$ cat config.mk
export PLATFORM = sky130hd
export DESIGN_NAME = pipe_add_sub
export DESIGN_NICKNAME = d
export VERILOG_FILES = /design/src/rtl/pipe_add_sub.sv
export SDC_FILE = /design/constraint.sdc
export NUM_CORES = 1
export LEC_CHECK = 0
export BUFFER_PORTS_ARGS = -buffer_cell sky130_fd_sc_hd__buf_2
export CAP_MARGIN = 20
export CORE_MARGIN = 1.5
export CORE_UTILIZATION = 51
export DETAILED_ROUTE_END_ITERATION = 10
export PLACE_DENSITY_LB_ADDON = 0.05
export SLEW_MARGIN = 40
export SYNTH_ARGS = -nofsm -noshare
export SYNTH_HDL_FRONTEND = slang
export SYNTH_SLANG_ARGS = --single-unit
$ cat constraint.sdc
create_clock -name clk -period 3.8 [get_ports clk]
set_clock_uncertainty 0.15 [all_clocks]
set_input_delay 0.19 -clock clk [delete_from_list [all_inputs] [get_ports clk]]
set_output_delay 0.19 -clock clk [all_outputs]
set_load 0.02 [all_outputs]
$ cat src/rtl/pipe_add_sub.sv
// Segment-pipelined W-bit adder/subtractor: one SEG-bit slice per stage, with the
// carry registered between stages, so one result leaves per cycle after W/SEG cycles.
module pipe_add_sub #(
  parameter int W   = 32,
  parameter int SEG = 8
) (
  input  logic         clk,
  input  logic         rst_n,
  input  logic         in_valid,
  output logic         in_ready,
  input  logic [W-1:0] a,
  input  logic [W-1:0] b,
  input  logic         cin,
  input  logic         sub,
  output logic         out_valid,
  input  logic         out_ready,
  output logic [W-1:0] s,
  output logic         cout,
  output logic         ovf
);

  localparam int S = W / SEG;

  if (SEG < 1 || (W % SEG) != 0 || S < 1 || S > 16) begin : g_cfg_check
    $error("pipe_add_sub: W must be a multiple of SEG with 1 <= W/SEG <= 16");
  end

  logic en;
  assign en       = !out_valid || out_ready;
  assign in_ready = en;

  // Stage k holds the operand slices not yet added (slice k at the bottom) and
  // the result slices already produced by stages 0..k-1.
  for (genvar k = 0; k < S; k++) begin : stg
    logic                   v_r;
    logic                   c_r;
    logic [W-SEG*k-1:0]     a_r;
    logic [W-SEG*k-1:0]     bx_r;
    logic [SEG:0]           add;
    logic [SEG*(k+1)-1:0]   sum_o;

    assign add = {1'b0, a_r[SEG-1:0]} + {1'b0, bx_r[SEG-1:0]} + {{SEG{1'b0}}, c_r};

    if (k == 0) begin : g_head
      always_ff @(posedge clk or negedge rst_n) begin
        if (!rst_n) begin
          v_r  <= 1'b0;
          c_r  <= 1'b0;
          a_r  <= '0;
          bx_r <= '0;
        end else if (en) begin
          v_r  <= in_valid;
          c_r  <= sub ? ~cin : cin;
          a_r  <= a;
          bx_r <= sub ? ~b : b;
        end
      end
      assign sum_o = add[SEG-1:0];
    end else begin : g_body
      logic [SEG*k-1:0] sum_r;
      always_ff @(posedge clk or negedge rst_n) begin
        if (!rst_n) begin
          v_r   <= 1'b0;
          c_r   <= 1'b0;
          a_r   <= '0;
          bx_r  <= '0;
          sum_r <= '0;
        end else if (en) begin
          v_r   <= stg[k-1].v_r;
          c_r   <= stg[k-1].add[SEG];
          a_r   <= stg[k-1].a_r[W-SEG*(k-1)-1:SEG];
          bx_r  <= stg[k-1].bx_r[W-SEG*(k-1)-1:SEG];
          sum_r <= stg[k-1].sum_o;
        end
      end
      assign sum_o = {add[SEG-1:0], sum_r};
    end
  end

  // Last stage still holds the top operand slice, so its MSBs are the sign bits.
  always_ff @(posedge clk or negedge rst_n) begin
    if (!rst_n) begin
      out_valid <= 1'b0;
      s         <= '0;
      cout      <= 1'b0;
      ovf       <= 1'b0;
    end else if (en) begin
      out_valid <= stg[S-1].v_r;
      s         <= stg[S-1].sum_o;
      cout      <= stg[S-1].add[SEG];
      ovf       <= (stg[S-1].a_r[SEG-1] == stg[S-1].bx_r[SEG-1]) &&
                   (stg[S-1].sum_o[W-1] != stg[S-1].a_r[SEG-1]);
    end
  end

endmodule

Yosys cells after proc, flatten, opt, wreduce, memory -nomap -nowiden
Cells that the tools add are included.
- add/sub/neg operators: 8
- equal/unequal tests: 2
- mux-type cells: 2
- bitwise operators: 2
- reductions and logical operators: 3
- operators by type and width (operator ; number):
    $add A8 B8 Y9 ; 4
    $add A9 B1 Y9 ; 4
    $mux W32 ; 1
    $not A32 Y32 ; 1
    $eq A1 B1 Y1 ; 1
    $logic_and A1 B1 Y1 ; 1
    $logic_not A1 Y1 ; 1
    $logic_or A1 B1 Y1 ; 1
    $mux W1 ; 1
    $ne A1 B1 Y1 ; 1
    $not A1 Y1 ; 1
- bits in registers: 251
- output and inout bits: 36
- word-level logic and storage cells: 40

Longest topological paths before layout
- word-level depth: 4
- gate-level depth with buffers: 7
- depth with buffers taken out: 7

Worst setup path before layout
OpenSTA, ideal clock, no wires.
- path type: reg2reg
- start: register stg[2].c_r
- end: register stg[3].g_body.sum_r[22]
- setup time: 0.133 ns
- arrival: 1.982 ns
- data required time: 3.517 ns
- path slack: 1.535 ns
- cell stages (with the launch flop): 8
- period minus slack after synthesis: 2.265 ns
- cells stage by stage: dfrtp_1 > fa_1 > fa_1 > a21oi_1 > o211ai_1 > a21oi_1 > xor2_1 > o21ai_0
- cells in the longest elaborated chain, start to end: 1
- ends and longest elaborated chain (element ; RTL line ; source):
    start: declaration ; 36 ; logic c_r;
    start signal: assignment ; 70 ; c_r <= stg[k-1].add[SEG];
    $add A9 B1 Y9 ; 42 ; assign add = {1'b0, a_r[SEG-1:0]} + {1'b0, bx_r[SEG-1:0]} + {{SEG{1'b0}}, c_r};
    end signal: assignment ; 73 ; sum_r <= stg[k-1].sum_o;
    end: declaration ; 60 ; logic [SEG*k-1:0] sum_r;
Every way passes these cells.
A chain may end at the register's enable or synchronous reset.

Worst setup path in the final report
Same ends and word-level chain as after synthesis.

==> metrics.md <==
| Metric | Value |
|---|---|
| Outcome | `finished clean` |
| Ant diodes | `0` |
| First drt pass iteration count | `4` |
| Syn Area/Cell | `9.108 µm²` |
| Fill cells | `1,865` |
| Seq cells post-synth | `251` |
| Yosys cell types | `29` |
| # IOs | `106` |
| Critical Path Fanout Max | `3` |
| Slew headroom | `61.94%` |
| Mux contribution to synthesized area | `0%` |
| Cells after Synth | `1,187` |
| Crit Path Class | `register to register` |
| Reg power frac | `41.6%` |
| Initial antenna violation count | `0` |
| Core area | `20,890 µm²` |
| Net Count, Synth | `1,293` |
| DR WL/cell | `13.00 µm` |
| Crit share post-route | `65.33%` |
| Rows | `53` |
| Clock buffer depth | `3` |
| GR Overflow Total | `0` |
| Post-Synth Adder-Cell Area | `4.722%` |
| Post-route DRC | `0` |
| Post-synth EDFFs | `0` |
| Top cell type's share of synthesized area | `58.10%` |
| Comb pwr share | `35.8%` |
| Number of I/O port buffers | `105` |
| Worst Max-Slew Pin Slew | `570.9 ps` |
| CTS Buf Count | `26` |
| Vias | `7,743` |
| Initial drt markers | `406` |
| Detail Placement HPWL | `13.01 mm` |
| Power, Total | `0.01096 W` |
| Highest clock rate | `402.8 MHz` |
| Final wirelength | `21.22 mm` |
| Launch point of the worst reg-to-reg path | `stg[2].c_r` |
| Overall Global Routing Usage | `19.91%` |
| Ys async rst share | `100.0%` |
| Layout Nets | `1,445` |
| Synthesized cell area | `10,810 µm²` |
| PwrDens | `836.9 nW/µm²` |
| Die W | `148.6 µm` |
| Vias in the first global route | `7,494` |
| CTS tree | `done` |
| Clk Latency, worst-skew pair | `520 ps` |
| Fin. Hold Viols | `0` |
| Clock slew at reported path FFs | `60 ps` |
| Critical Path RT | `4030 ps` |
| Startpoint types | `register` |
| Clk sink count | `251` |
| Crit path DAT | `2710 ps` |
| Hold_sp | `out_ready` |
| Synth area leader | `dfrtp_1` |
| Post-CTS sizing | `0` |
| Switching share of total power | `36.62%` |
| Syn. warnings | `0` |
| Post-Synth Simple-Gate Area | `23.38%` |
| Int Pwr | `0.006948 W` |
| Total of max-cap violations | `0` |
| RSZ-0062 raised after global routing | `false` |
| Synth Area in Compound Gates | `6.377%` |
| Largest family of logic cells by synthesized area | `simple AND/OR/NAND/NOR gates` |
| VDD IR max | `0.8657 mV` |
| Die area | `22,080 µm²` |
| Setup TNS | `0 ps` |
| P_leak | `6.667 nW` |
| Cell chosen for the clock root | `clkbuf_16` |
| Post-route minimum period | `2483 ps` |
| Critical Path Sink Type | `register` |
| Synth top area cells | `dfrtp_1 58%, nand2_1 22%, ha_1 3.2%` |
| Clock Power Share | `22.6%` |
| Reg2Reg Setup Slack | `1320 ps` |
| HP Class | `primary input to register` |
| Sequential share of the synthesized area | `58.10%` |
| Routability cong. | `0.8136` |
| Post-synthesis xor/xnor area fraction | `4.212%` |
| H-tree depth | `1` |
| Critical path origin | `stg[2].c_r` |
| Largest net degree at the start of global routing | `213` |
| Top_reg_cell synth | `dfrtp_1` |
| NetSw | `0.004015 W` |
| Share of cells above drive strength 1 | `11.94%` |
| First-pass GRT wire length | `36.17 mm` |
| Die Y | `148.6 µm` |
| Vias per cell | `4.744` |
| Post-CTS Setup Inserts | `0` |
| Final setup violation count | `0` |
| Fin. max-slew vios | `0` |
| Area grow syn2layout | `21.15%` |
| Initial Utilization | `51.76%` |
| Final ANT Viol Nets | `0` |
-- metal layers --
layer,wire [µm],global-route usage [%]
met5,0,0
met3,904,3.129
met2,9003,29.70
met4,219,4.059
met1,11090,30.87
-- metrics by stage --
| stage | setup WS [ps] | instances | hold WS [ps] | cell area, µm² | util, % |
|---|---|---|---|---|---|
| after CTS | 1312 | 1628 | 112.9 | 13010 | 62.30 |
| final | 1317 | 1632 | 39.63 | 13100 | 62.71 |
| after floorplan | 1535 | 1187 | -255.6 | 10810 | - |
| after detailed placement | 1324 | 1515 | 142.9 | 11490 | 55.03 |
| after global routing | 1179 | 1632 | 70.55 | 13100 | 62.71 |
| after global placement | 1368 | 1515 | 138.7 | 11490 | 55.02 |
-- cells by family (layout without fill, tap and decap cells) --
family,after synthesis,count (layout)
simple gates,662,662
flops,251,251
compound gates,118,118
buf+inv,68,238
xor+xnor,52,52
fa+ha+maj,36,36
-- power groups by stage --
stage / registers, W / logic [W] / clock network [W]
final: 0.00456 / 0.00393 / 0.00248
after global routing: 0.00471 / 0.00454 / 0.00266
after CTS: 0.00457 / 0.00394 / 0.00255
after detailed placement: 0.00461 / 0.00387 / 0
after global placement: 0.00456 / 0.00380 / 0
after floorplan: 0.00463 / 0.00282 / 0
-- synth_stat cells (2+ instances only) --
library cell	n
clkbuf_1	9
a31oi_1	5
o21ai_0	65
nor2_1	12
a211oi_2	4
inv_1	8
nand3b_1	2
o21bai_1	2
buf_2	38
o21ai_1	7
dfrtp_1	251
xor2_1	13
nand2b_1	3
buf_4	12
a21oi_1	18
nand2_1	628
ha_1	28
xnor2_1	39
nor2b_1	3
a21o_1	4
nor3_1	12
or3_1	2
a211oi_1	4
fa_1	8
o211ai_1	6
-- flip-flops by register name (all words and copies together), names as in the netlist --
register          count
out_valid             1
stg.c_r               4
s                    32
ovf                   1
stg.g_body.sum_r     48
stg.v_r               4
cout                  1
stg.bx_r             80
stg.a_r              80
-- path summary, 6_finish.rpt --
path,endpoint,cells after the start
max,stg[3].g_body.sum_r[22],7
min,stg[1].a_r[1],5
max reg2reg,stg[3].g_body.sum_r[22],7
min reg2reg,s[8],2
max in group asynchronous,stg[3].bx_r[4],5
min in group asynchronous,s[3],3
-- what timing repair did --
action	4_1_cts	5_1_grt
endpoints found under the hold margin	167	26
hold buffers	67	1
setup endpoints to repair	0	0
-- worst max-delay path, stage by stage (launching register included) --
cell and delay [ps]:
dfrtp_1 400, fa_1 520, fa_1 440, a21oi_1 240
o211ai_1 130, a21oi_1 210, xor2_1 160, o21ai_0 80
-- cell type report --
class	count	area (µm²)	share of cell area (%)
multi-input combinational	868	4190	31.99
clock buffer	41	798.3	6.094
timing repair buffer	183	1396	10.66
inverter	9	38.79	0.2961
tap	275	344.1	2.627
sequential	251	6281	47.95
clock inverter	5	50.05	0.3821
-- placed cells by master, fill, tap and decap left out, types with 2 or more instances in the layout --
master and instances:
a211oi_1 4, a211oi_2 4, a21o_1 4, a21oi_1 18
a31oi_1 5, buf_12 5, buf_16 2, buf_2 103
buf_4 4, clkbuf_1 7, clkbuf_16 27, clkbuf_8 7
clkinv_2 4, dfrtp_1 251, dlygate4sd3_1 68, fa_1 8
ha_1 28, inv_1 8, nand2_1 628, nand2b_1 3
nand3b_1 2, nor2_1 12, nor2b_1 2, nor3_1 12
o211ai_1 6, o21ai_0 65, o21ai_1 7, o21bai_1 2
or3_1 2, xnor2_1 39, xor2_1 13
Note: power is estimated with default switching activity, not from simulation.
